<file path="src/rtl/uart_pkg.sv">
// Shared UART definitions: receiver/transmitter state encoding and default bit timing.
package uart_pkg;

  localparam int unsigned DEFAULT_CLKS_PER_BIT = 434;
  localparam int unsigned TIMER_W              = 16;
  localparam int unsigned IDX_W                = 3;
  localparam int unsigned DATA_W               = 8;

  typedef enum logic [2:0] {
    IDLE      = 3'd0,
    START     = 3'd1,
    DATA      = 3'd2,
    STOP      = 3'd3,
    WAIT_HIGH = 3'd4
  } uart_state_e;

endpackage

</file>
<file path="src/rtl/sync_2ff.sv">
// Two-flop synchronizer for asynchronous inputs; both flops reset to RST_VAL.
module sync_2ff #(
  parameter int unsigned      WIDTH   = 1,
  parameter logic [WIDTH-1:0] RST_VAL = {WIDTH{1'b1}}
) (
  input  logic             i_clk,
  input  logic             i_rst_n,
  input  logic [WIDTH-1:0] i_d,
  output logic [WIDTH-1:0] o_q
);

  logic [WIDTH-1:0] r_meta;

  always_ff @(posedge i_clk or negedge i_rst_n) begin
    if (!i_rst_n) begin
      r_meta <= RST_VAL;
      o_q    <= RST_VAL;
    end else begin
      r_meta <= i_d;
      o_q    <= r_meta;
    end
  end

endmodule

</file>
<file path="src/rtl/uart_rx.sv">
// 8N1 UART receiver: mid-bit sampling FSM behind a 2-flop synchronizer,
// with registered byte-ready / frame-error pulses.
module uart_rx
  import uart_pkg::*;
#(
  parameter int unsigned CLKS_PER_BIT = DEFAULT_CLKS_PER_BIT
) (
  input  logic              i_Clock,
  input  logic              i_Reset_n,
  input  logic              i_Rx,
  output logic [DATA_W-1:0] o_Byte,
  output logic              o_ByteReady,
  output logic              o_FrameError,
  output logic              o_Busy
);

  localparam logic [TIMER_W-1:0] HALF_BIT  = TIMER_W'(CLKS_PER_BIT / 2);
  localparam logic [TIMER_W-1:0] LAST_TICK = TIMER_W'(CLKS_PER_BIT - 1);
  localparam logic [IDX_W-1:0]   LAST_IDX  = IDX_W'(DATA_W - 1);

  logic               w_rx_s;
  uart_state_e        r_state, w_state_nxt;
  logic [TIMER_W-1:0] r_timer, w_timer_nxt;
  logic [IDX_W-1:0]   r_index, w_index_nxt;
  logic [DATA_W-1:0]  r_shift, w_shift_nxt;
  logic               w_byte_done, w_frame_err;
  logic               r_byte_done, r_frame_err;

  sync_2ff #(
    .WIDTH   (1),
    .RST_VAL (1'b1)
  ) u_sync (
    .i_clk   (i_Clock),
    .i_rst_n (i_Reset_n),
    .i_d     (i_Rx),
    .o_q     (w_rx_s)
  );

  always_ff @(posedge i_Clock or negedge i_Reset_n) begin
    if (!i_Reset_n) r_state <= IDLE;
    else            r_state <= w_state_nxt;
  end

  // Next-state, bit timer, index and shift register update.
  always_comb begin
    w_state_nxt = r_state;
    w_timer_nxt = r_timer + TIMER_W'(1);
    w_index_nxt = r_index;
    w_shift_nxt = r_shift;
    w_byte_done = 1'b0;
    w_frame_err = 1'b0;
    unique case (r_state)
      IDLE: begin
        w_timer_nxt = '0;
        w_index_nxt = '0;
        if (!w_rx_s) w_state_nxt = START;
      end
      START: begin
        if (r_timer == HALF_BIT) begin
          w_timer_nxt = '0;
          w_state_nxt = w_rx_s ? IDLE : DATA;
        end
      end
      DATA: begin
        if (r_timer == LAST_TICK) begin
          w_timer_nxt          = '0;
          w_shift_nxt[r_index] = w_rx_s;
          w_index_nxt          = r_index + IDX_W'(1);
          if (r_index == LAST_IDX) w_state_nxt = STOP;
        end
      end
      STOP: begin
        if (r_timer == LAST_TICK) begin
          w_timer_nxt = '0;
          if (w_rx_s) begin
            w_byte_done = 1'b1;
            w_state_nxt = IDLE;
          end else begin
            w_frame_err = 1'b1;
            w_state_nxt = WAIT_HIGH;
          end
        end
      end
      WAIT_HIGH: begin
        w_timer_nxt = '0;
        if (w_rx_s) w_state_nxt = IDLE;
      end
      default: begin
        w_timer_nxt = '0;
        w_state_nxt = IDLE;
      end
    endcase
  end

  // Datapath and output stage; pulses pass through one decision register.
  always_ff @(posedge i_Clock or negedge i_Reset_n) begin
    if (!i_Reset_n) begin
      r_timer      <= '0;
      r_index      <= '0;
      r_shift      <= '0;
      r_byte_done  <= 1'b0;
      r_frame_err  <= 1'b0;
      o_Byte       <= '0;
      o_ByteReady  <= 1'b0;
      o_FrameError <= 1'b0;
      o_Busy       <= 1'b0;
    end else begin
      r_timer      <= w_timer_nxt;
      r_index      <= w_index_nxt;
      r_shift      <= w_shift_nxt;
      r_byte_done  <= w_byte_done;
      r_frame_err  <= w_frame_err;
      o_ByteReady  <= r_byte_done;
      o_FrameError <= r_frame_err;
      o_Busy       <= (w_state_nxt != IDLE);
      if (r_byte_done) o_Byte <= r_shift;
    end
  end

endmodule

</file>
<file path="config.mk">
export PLATFORM = sky130hd
export DESIGN_NAME = uart_rx
export DESIGN_NICKNAME = d
export VERILOG_FILES = /design/src/rtl/uart_pkg.sv /design/src/rtl/sync_2ff.sv /design/src/rtl/uart_rx.sv
export SDC_FILE = /design/constraint.sdc
export NUM_CORES = 1
export LEC_CHECK = 0
export BUFFER_PORTS_ARGS = -buffer_cell sky130_fd_sc_hd__buf_2
export CAP_MARGIN = 15
export CORE_MARGIN = 5
export CORE_UTILIZATION = 40
export DETAILED_ROUTE_END_ITERATION = 16
export SLEW_MARGIN = 20
export SYNTH_ARGS = -nofsm -noshare
export SYNTH_HDL_FRONTEND = slang
export SYNTH_HIERARCHICAL = 1
export SYNTH_SLANG_ARGS = --single-unit
</file>
<file path="constraint.sdc">
create_clock -name i_Clock -period 1.9 [get_ports i_Clock]
set_input_delay 0 -clock i_Clock [delete_from_list [all_inputs] [get_ports i_Clock]]
set_output_delay 0 -clock i_Clock [all_outputs]
set_load 0.03 [all_outputs]
</file>
==> results.py, run 1 <==
metrics = {
    "status": {
        "status": "complete, but fails checks",
        "violations": "negative setup slack",
    },
    "yosys": {
        "synth_common_cells": "dfrtp_1 (43), nor2_1 (29), mux2_2 (16), nand2_1 (15), xnor2_1 (8)",
        "netlist.area_leader.share_pct": 50.98,
        "ys_ff_latch": 45,
        "synth_area_um2": 2111,
        "synth.most_common_cell": "dfrtp_1",
        "ys.flop_type": "dfrtp_1",
        "yosys-top-cells-area": "dfrtp_1 (51%), mux2_2 (8.5%), nor2_1 (5.2%), xnor2_1 (3.3%), nand2_1 (2.7%)",
        "synth-edff-count": 0,
        "yosys_warnings": 6,
        "synth_cells": 187,
        "yosysTopAreaCell": "dfrtp_1",
        "async_flop_share_pct": 100.0,
        "ys_types": 40,
        "syn_avg_cell_area_um2": 11.29,
        "seq_area_frac_synth_pct": 53.47,
        "mappedNetlistNets": 194,
    },
    "timing": {
        "finalSetupViolCount": 3,
        "period_needed_ns": 1.942,
        "rsz0062_at_grt": "true",
        "tightestPinTransition_ns": 0.4398,
        "hold_viol": 0,
        "slew_headroom_pct": 70.57,
        "finClkSkew_ns": 0.009569,
        "fin_crit_sh_pct": 102.2,
        "drv_slew": 0,
        "final.setup.worst_slack_ns": -0.04162,
        "fmax_ghz": 0.5150,
    },
    "clock_network": {
        "clockRootBuffer": "clkbuf_8",
        "clk_pin_slew_ns": 0.08,
        "htree_levels": 2,
        "clk_latency_ns": 0.29,
        "cts_made_buffers": 5,
        "cts_tree": "built",
        "cts.sink_count": 45,
        "clock_path_buffers": 2,
    },
    "critical_path": {
        "cpMaxStageDelayCell": "dfrtp_1",
        "crit_arrival_ns": 2.10,
        "cp_max_fo": 5,
        "cp_cell_sequence": "nor4_4 > buf_4 > and4_4 > mux2i_1 > o211ai_1 > or3_1",
        "cp.required_ns": 2.06,
        "criticalPathCategory": "reg -> reg",
        "crit_path_end_kind": "flop",
        "slowest_delay_ns": 0.42,
        "start_kind": "flop",
    },
    "grt": {
        "grt_pass1_vias": 1460,
        "grt_max_degree": 46,
        "antenna_found_initial": 0,
        "grt.overflow.total": 0,
        "grt_pass1_wl_um": 6527,
        "grtUsageTotal_pct": 12.49,
    },
    "drt": {
        "top_layer": "met4",
        "routedLengthMet1_um": 1858,
        "num_vias": 1468,
        "totalWireLength_um": 4016,
        "wl_per_cell_um": 13.30,
        "route.met3.wl_um": 119,
        "route.met2.wl_um": 1967,
        "drt_iter0_markers": 116,
        "drc": 0,
        "avgViaCountPerCell": 4.861,
        "dr.pass1.iters": 4,
        "drtAntennaViolNets": 0,
    },
    "flow_run": {
        "drv_cap": 0,
    },
    "power": {
        "leakage_uw": 0.001210,
        "p_sw_share_pct": 20.25,
        "p_comb_share_pct": 1.9,
        "switchingPower_uw": 312.6,
        "power.internal_uw": 1232,
        "power_frac_clock_pct": 35.6,
        "peakVddDrop_uv": 418.2,
        "p_per_area_nw_per_um2": 579.7,
        "sequentialPowerShare_pct": 62.5,
    },
    "min_path": {
        "hp-class": "in -> async",
    },
    "place": {
        "place_ws_ns": -0.06828,
        "place.port_buffers": 13,
        "place_congestion": 0.7813,
        "hpwlAfterDp_um": 2630,
    },
    "floorplan": {
        "dieArea_um2": 6829,
        "die_w_um": 82.64,
        "die_height_um": 82.64,
        "row_count": 26,
        "io_pins": 14,
        "core_um2": 5107,
        "initial_core_util_pct": 41.33,
    },
    "finish": {
        "nFillCells": 463,
        "utilization_pct": 52.16,
        "nets": 238,
        "area_growth_pct": 26.20,
        "drive_gt1_share_pct": 35.34,
        "num_antenna_cells": 0,
    },
}
-- stage by stage --
step                hold WS [ns]  total power [uW]  cell area (um^2)  instances  TNS (ns)
floorplan                -0.2956             984.3              2111        187         0
global placement        0.001054              1012              2420        286  -0.05735
detailed placement     -0.001131              1012              2420        286   -0.1371
CTS                       0.2256              1569              2534        297         0
global route              0.2391              1619              2664        302    -1.761
finish                    0.2179              1544              2664        302  -0.04768
-- path summary, 6_finish.rpt --
path                              from            to  slack [ns]  depth (start not counted)
min in group i_Clock       r_frame_err  o_FrameError        0.35                          0
max in group asynchronous    i_Reset_n    u_sync/o_q        1.41                          3
setup reg to reg           r_timer[14]        o_Busy       -0.04                          6
hold reg to reg            r_frame_err  o_FrameError        0.35                          0
hold / removal               i_Reset_n    r_index[1]        0.22                          3
setup / recovery           r_timer[14]        o_Busy       -0.04                          6
-- cell families after synthesis --
logic type / share of synthesized area, %
AND/OR/NAND/NOR: 22.70
flip-flops: 53.47
multiplexers: 9.484
XOR/XNOR: 5.809
AO/OA/AOI/OAI: 4.209
buffers and inverters: 1.956
adder cells (fa/ha/maj): 2.371
-- flip-flops by register name, summed over array words and instances, names as in the netlist, 3 cells and up --
signal	cells
r_index	3
r_shift	8
o_Byte	8
r_timer	16
r_state	3
-- power by group through the flow --
| stage | clock (uW) | combinational, uW | sequential [uW] |
|---|---|---|---|
| 3_5_place_dp | 0 | 28.0 | 984 |
| 3_3_place_gp | 0 | 28.2 | 984 |
| 2_1_floorplan | 0 | 3.36 | 981 |
| 4_1_cts | 573 | 31.1 | 965 |
| 6_report | 550 | 29.1 | 965 |
| 5_1_grt | 619 | 34.4 | 965 |
-- cell type report --
type / instances / area [um^2] / area share [%]
clock buffers: 8 / 80.08 / 3.006
inverters: 6 / 22.52 / 0.8455
multi-input cells: 133 / 1047 / 39.31
flip-flops and latches: 45 / 1129 / 42.37
well taps: 70 / 87.58 / 3.288
repair buffers: 40 / 297.8 / 11.18
-- per-layer routing --
metal | vias up | global-route usage, %
li1 | 741 | -
met1 | 703 | 16.43
met2 | 16 | 19.95
met3 | 8 | 3.254
met4 | 0 | 4.248
met5 | - | 0
-- timing repair --
| action | CTS | global route |
|---|---|---|
| endpoints found under the hold margin | 46 | 0 |
| gates resized for setup | 1 | 15 |
| hold buffers | 2 | 0 |
| setup buffers | 1 | 4 |
| pin swaps | 3 | 6 |
| endpoints found under the setup margin | 7 | 28 |
| gates cloned | 0 | 1 |
-- critical path, delay by kind of cell, from the launching register on --
family,cells,cell delay (ns)
AND/OR/NAND/NOR,3,0.85
flip-flops,1,0.42
multiplexers,1,0.22
buffers and inverters,1,0.20
AO/OA/AOI/OAI,1,0.13
-- cells in the final DEF (no fill, tap or decap), types with 2 or more instances in the layout --
master,netlist,layout
dfrtp_1,43,43
nor2_1,29,29
buf_4,1,23
mux2_2,16,16
nand2_1,15,15
buf_2,0,13
xnor2_1,8,8
xor2_1,6,6
inv_1,6,5
nand3_1,6,5
nor3_1,6,5
nor4_2,0,5
clkbuf_8,0,5
nand2b_1,3,3
ha_1,4,3
clkbuf_1,3,3
or4_1,2,2
nor4_4,1,2
or3_1,2,2
nand4_1,2,2
and3_1,2,2
mux2i_1,2,2
a22oi_1,2,2
o21ai_0,2,2
dlygate4sd3_1,0,2
buf_12,0,2
dfstp_2,2,2
No activity file was read; power rests on OpenSTA's default activity.
==> run 2, diff against run 1 <==
--- a/config.mk
+++ b/config.mk
@@ -7,9 +7,12 @@
 export LEC_CHECK = 0
 export BUFFER_PORTS_ARGS = -buffer_cell sky130_fd_sc_hd__buf_2
 export CAP_MARGIN = 15
-export CORE_MARGIN = 5
-export CORE_UTILIZATION = 40
+export CELL_PAD_IN_SITES_DETAIL_PLACEMENT = 1
+export CELL_PAD_IN_SITES_GLOBAL_PLACEMENT = 2
+export CORE_MARGIN = 2
+export CORE_UTILIZATION = 36
 export DETAILED_ROUTE_END_ITERATION = 16
+export PLACE_DENSITY_LB_ADDON = 0.1
 export SLEW_MARGIN = 20
 export SYNTH_ARGS = -nofsm -noshare
 export SYNTH_HDL_FRONTEND = slang
==> run 2 against run 1 <==
Against the previous run: the run still ends with negative setup slack left; register-to-register slack about the same; final cell count up 0.99%; core utilization down 2.8 points; global-route usage up 4.3 points; clock skew down 0.0057 ns; first-iteration DRC count down 63%; design area up 3.2%; critical endpoint is now r_shift[2].
==> results.py, run 2 (synthesis results as in run 1) <==
metrics = {
    "power": {
        "p_total_uw": 1715,
        "p_per_area_nw_per_um2": 623.9,
        "peakVddDrop_uv": 369.8,
        "leakage_uw": 0.001283,
    },
    "critical_path": {
        "cpMaxStageDelayCell": "dfrtp_1",
        "crit_family": "simple AND/OR/NAND/NOR gates",
        "crit_arrival_ns": 2.12,
        "r2r-end": "r_shift[2]",
        "start_kind": "flop",
        "crit_buf_inv": 3,
        "critPathMostFrequentCell": "buf_4",
        "slowest_delay_ns": 0.38,
        "r2r_cells": 8,
        "cp_max_fo": 4,
        "r2r_start": "r_timer[1]",
        "criticalPathCategory": "reg -> reg",
        "cp_cell_sequence": "inv_1 > ha_1 > nor3b_4 > buf_4 > nand4b_4 > buf_4 > nor4_4 > mux2_2",
        "rrSetupSlack_ns": -0.03,
        "crit_path_end_kind": "flop",
        "cp.required_ns": 2.09,
    },
    "timing": {
        "fmax_ghz": 0.5180,
        "slew_headroom_pct": 44.37,
        "final.setup.worst_slack_ns": -0.03037,
        "drv_slew": 0,
        "period_needed_ns": 1.930,
        "finClkSkew_ns": 0.003835,
        "finalSetupViolCount": 3,
        "tightestPinTransition_ns": 0.8344,
        "fin_crit_sh_pct": 101.6,
        "rsz0062_at_grt": "true",
        "whs_ns": 0.3392,
        "hold_viol": 0,
    },
    "grt": {
        "grt_max_degree": 38,
        "grtUsageTotal_pct": 16.75,
        "grt.overflow.total": 0,
        "grt_pass1_wl_um": 8162,
        "antenna_found_initial": 0,
        "grt_pass1_vias": 1718,
    },
    "clock_network": {
        "clockRootBuffer": "clkbuf_8",
        "cts_made_buffers": 5,
        "clk_latency_ns": 0.30,
        "clk_pin_slew_ns": 0.08,
        "cts_tree": "built",
        "cts.sink_count": 45,
        "htree_levels": 2,
        "clock_path_buffers": 2,
    },
    "drt": {
        "wl_per_cell_um": 17.10,
        "drc": 0,
        "top_layer": "met4",
        "route.met3.wl_um": 110,
        "avgViaCountPerCell": 5.121,
        "route.met2.wl_um": 2732,
        "drtAntennaViolNets": 0,
        "totalWireLength_um": 5214,
        "dr.pass1.iters": 4,
        "num_vias": 1562,
        "drt_iter0_markers": 43,
        "routedLengthMet1_um": 2332,
    },
    "status": {
        "status": "complete, but fails checks",
        "violations": "negative setup slack",
    },
    "floorplan": {
        "io_pins": 14,
        "core_um2": 5574,
        "row_count": 27,
        "die_height_um": 80.57,
        "die_w_um": 80.57,
        "dieArea_um2": 6492,
        "initial_core_util_pct": 37.87,
    },
    "finish": {
        "layout_common_cells": "dfrtp_1 (43), nor2_1 (28), buf_4 (23), mux2_2 (15), nand2_1 (14)",
        "layout_commonest_cell": "dfrtp_1",
        "area_growth_pct": 30.23,
        "regMostFlops": "r_timer",
        "num_antenna_cells": 0,
        "nets": 239,
        "top_regs": "r_timer x16, o_Byte x8, r_shift x8",
        "nFillCells": 611,
        "largest_reg_flops": 16,
        "drive_gt1_share_pct": 36.91,
    },
    "place": {
        "place.port_buffers": 13,
        "hpwlAfterDp_um": 3596,
        "place_congestion": 0.7941,
    },
    "flow_run": {
        "drv_cap": 0,
    },
    "min_path": {
        "hp-class": "in -> async",
    },
}
run 2: changes by cell type in the layout (fill, tap and decap cells not counted), sizes merged:
cell	delta
bufinv	+1
clkbuf	-1
clkinv	+1
run 2: metrics by stage:
| step | cell area (um^2) | setup WS, ns | utilization (%) | TNS, ns | std cells |
|---|---|---|---|---|---|
| finish | 2749 | -0.03037 | 49.32 | -0.07894 | 305 |
| global route | 2749 | -0.1633 | 49.32 | -1.400 | 305 |
| CTS | 2567 | -0.03269 | 46.06 | -0.1091 | 299 |
| detailed placement | 2402 | -0.1438 | 43.10 | -0.7178 | 287 |
| global placement | 2402 | -0.05559 | 43.10 | -0.1301 | 287 |
| floorplan | 2111 | 0.02927 | - | 0 | 187 |
run 2: how the worst max path moves through the flow:
stage | to | cells past startpoint | slack [ns] | from
global placement | r_shift[1] | 6 | -0.06 | r_timer[1]
global route | o_Busy | 8 | -0.16 | r_timer[1]
floorplan | r_shift[0] | 5 | 0.03 | r_timer[3]
detailed placement | r_shift[0] | 6 | -0.14 | r_timer[1]
CTS | r_shift[5] | 6 | -0.03 | r_timer[1]
finish | r_shift[2] | 8 | -0.03 | r_timer[1]
run 2: area by class of cell:
class	count	area, um^2	area share, %
Clock buffer	6	72.57	2.640
Clock inverter	2	38.79	1.411
Sequential cell	45	1129	41.06
Multi-Input combinational cell	133	1082	39.37
Tap cell	72	90.09	3.277
Timing Repair Buffer	41	314.1	11.42
Inverter	6	22.52	0.8193
run 2: power by group:
group / total, uW / internal [uW] / switching [uW]
clock: 721 / 395 / 326
sequential: 965 / 961 / 4.59
combinational: 28.2 / 7.48 / 20.7
run 2: per-layer routing:
layer,global-route usage [%],vias to the layer above
met4,5.424,0
met1,21.18,802
met3,3.371,4
li1,-,740
met2,28.58,16
met5,0,-
run 2: worst register-to-register path: stages (launching register included):
cell and delay, ns:
dfrtp_1 0.38, inv_1 0.05, ha_1 0.15, nor3b_4 0.21, buf_4 0.17, nand4b_4 0.15
buf_4 0.20, nor4_4 0.14, mux2_2 0.36
run 2: timing repair:
item | 4_1_cts | 5_1_grt
endpoints found under the hold margin | 34 | 0
buffers inserted | 2 | 4
gates resized for setup | 3 | 19
endpoints found under the setup margin | 10 | 28
hold buffers | 2 | 0
pin swaps | 3 | 11
cloned | 0 | 2
==> run 3, diff against run 2 <==
--- a/config.mk
+++ b/config.mk
@@ -13,6 +13,7 @@
 export CORE_UTILIZATION = 36
 export DETAILED_ROUTE_END_ITERATION = 16
 export PLACE_DENSITY_LB_ADDON = 0.1
+export REMOVE_ABC_BUFFERS = 1
 export SLEW_MARGIN = 20
 export SYNTH_ARGS = -nofsm -noshare
 export SYNTH_HDL_FRONTEND = slang
==> run 3 against run 2 <==
Against the previous run: the run still ends with negative setup slack left; highest routed layer unchanged; wire length down 2.5%; total power up 9.1%; global-route usage rose by 0.85 points; worst setup slack worse by 0.015 ns.
==> results.py, run 3 (synthesis results as in run 1) <==
metrics = {
    "grt": {
        "grt_pass1_vias": 1741,
        "grtUsageTotal_pct": 17.59,
        "grt.overflow.total": 0,
        "grt_pass1_wl_um": 8659,
        "grt_max_degree": 46,
        "antenna_found_initial": 0,
    },
    "flow_run": {
        "drv_cap": 0,
    },
    "drt": {
        "wl_per_cell_um": 16.62,
        "drc": 0,
        "drt_iter0_markers": 49,
        "dr.pass1.iters": 3,
        "num_vias": 1592,
        "totalWireLength_um": 5085,
        "drtAntennaViolNets": 0,
        "avgViaCountPerCell": 5.203,
    },
    "timing": {
        "hold_viol": 0,
        "tightestPinTransition_ns": 0.4252,
        "final.setup.worst_slack_ns": -0.04505,
        "tns_ns": -0.04505,
        "finClkSkew_ns": 0.006774,
        "drv_slew": 0,
        "fin_crit_sh_pct": 102.4,
        "rsz0062_at_grt": "true",
        "period_needed_ns": 1.945,
        "finalSetupViolCount": 1,
        "slew_headroom_pct": 71.65,
        "fmax_ghz": 0.5141,
    },
    "critical_path": {
        "r2r_start": "r_timer[14]",
        "rrSetupSlack_ns": -0.05,
        "crit_arrival_ns": 2.13,
        "slowest_delay_ns": 0.42,
        "criticalPathCategory": "reg -> reg",
        "cpMaxStageDelayCell": "dfrtp_1",
        "start_kind": "flop",
        "cp_max_fo": 5,
        "crit_start": "r_timer[14]",
        "r2r_cells": 6,
        "cp_cell_sequence": "nor4_4 > buf_6 > and4_4 > mux2i_1 > o211ai_1 > or3_1",
        "r2r-end": "o_Busy",
        "crit_path_end_kind": "flop",
        "cp.required_ns": 2.09,
    },
    "clock_network": {
        "htree_levels": 2,
        "cts_made_buffers": 5,
        "clk_latency_ns": 0.30,
        "cts_tree": "built",
        "clockRootBuffer": "clkbuf_8",
        "clk_pin_slew_ns": 0.09,
        "cts.sink_count": 45,
        "clock_path_buffers": 2,
    },
    "finish": {
        "num_antenna_cells": 0,
        "layout_commonest_cell": "dfrtp_1",
        "regMostFlops": "r_timer",
        "layout_common_cells": "dfrtp_1 (43), nor2_1 (28), buf_4 (22), nand2_1 (14), mux2_2 (14)",
        "nFillCells": 612,
        "top_regs": "r_timer x16, o_Byte x8, r_shift x8",
        "post-route-cell-area_um2": 2811,
        "drive_gt1_share_pct": 38.46,
        "largest_reg_flops": 16,
        "nets": 240,
        "area_growth_pct": 33.20,
    },
    "power": {
        "leakage_uw": 0.001306,
        "peakVddDrop_uv": 391.7,
        "p_per_area_nw_per_um2": 665.4,
    },
    "place": {
        "dpl_cell_area_um2": 2415,
        "place_congestion": 0.7741,
        "place.port_buffers": 13,
        "hpwlAfterDp_um": 3438,
    },
    "status": {
        "violations": "negative setup slack",
        "status": "complete, but fails checks",
    },
    "min_path": {
        "hp-class": "in -> async",
    },
    "floorplan": {
        "core_um2": 5574,
        "io_pins": 14,
        "die_w_um": 80.57,
        "dieArea_um2": 6492,
        "die_height_um": 80.57,
        "initial_core_util_pct": 37.87,
        "row_count": 27,
    },
}
run 3: cell types whose count changed in the layout (fill, tap and decap cells not counted), sizes merged:
| cell | previous run | this run |
|---|---|---|
| buf | 38 | 40 |
| clkinv | 1 | 0 |
| inv | 6 | 7 |
| bufinv | 1 | 2 |
| clkbuf | 7 | 5 |
run 3: repair_timing:
action | 4_1_cts | 5_1_grt
pin swaps | 7 | 9
hold endpoints to repair | 46 | 0
endpoints found under the setup margin | 27 | 28
gates cloned | 1 | 0
gates resized for setup | 15 | 14
setup buffers | 2 | 6
hold buffers | 2 | 0
run 3: report_power, final:
| part | switching, uW | total, uW | internal [uW] |
|---|---|---|---|
| registers | 4.70 | 966 | 961 |
| clock network | 346 | 875 | 530 |
| logic | 20.4 | 29.7 | 9.24 |
| total | 371 | 1870 | 1500 |
run 3: per-stage QoR:
stage / util [%] / instances / setup WS, ns / hold slack [ns] / power (uW)
finish: 50.44 / 306 / -0.04505 / 0.2004 / 1871
global route: 50.44 / 306 / -0.1580 / 0.2273 / 1933
CTS: 48.37 / 300 / -0.03136 / 0.2082 / 1904
detailed placement: 43.32 / 287 / -0.1808 / 0.002163 / 1013
global placement: 43.32 / 287 / -0.07929 / -0.004755 / 1011
floorplan: - / 183 / 0.02927 / -0.2956 / 983.7
run 3: layout make-up:
class / count / area, um^2 / share of cell area, %
clock buffers: 5 / 68.82 / 2.448
repair buffers: 42 / 324.1 / 11.53
clock inverters: 3 / 68.82 / 2.448
inverters: 6 / 22.52 / 0.8011
well taps: 72 / 90.09 / 3.204
multi-input cells: 133 / 1109 / 39.43
flip-flops and latches: 45 / 1129 / 40.14
run 3: routing by layer:
layer  wire [um]  track usage (%)
met4          91            5.763
met1        2117            20.23
met2        2769            32.67
met3         108            3.146
met5           0                0
run 3: worst max path at each step:
stage | endpoint | depth (start not counted) | slack, ns
2_1_floorplan | r_shift[0] | 5 | 0.03
3_3_place_gp | r_shift[7] | 6 | -0.08
3_5_place_dp | r_shift[0] | 6 | -0.18
4_1_cts | o_Busy | 8 | -0.03
5_1_grt | o_Busy | 8 | -0.16
6_report | o_Busy | 6 | -0.05
run 3: critical path, delay by kind of cell, from the launching register on:
kind	cells	cell delay, ns
flops	1	0.42
simple gates	3	0.91
mux	1	0.19
compound gates	1	0.15
buf+inv	1	0.17
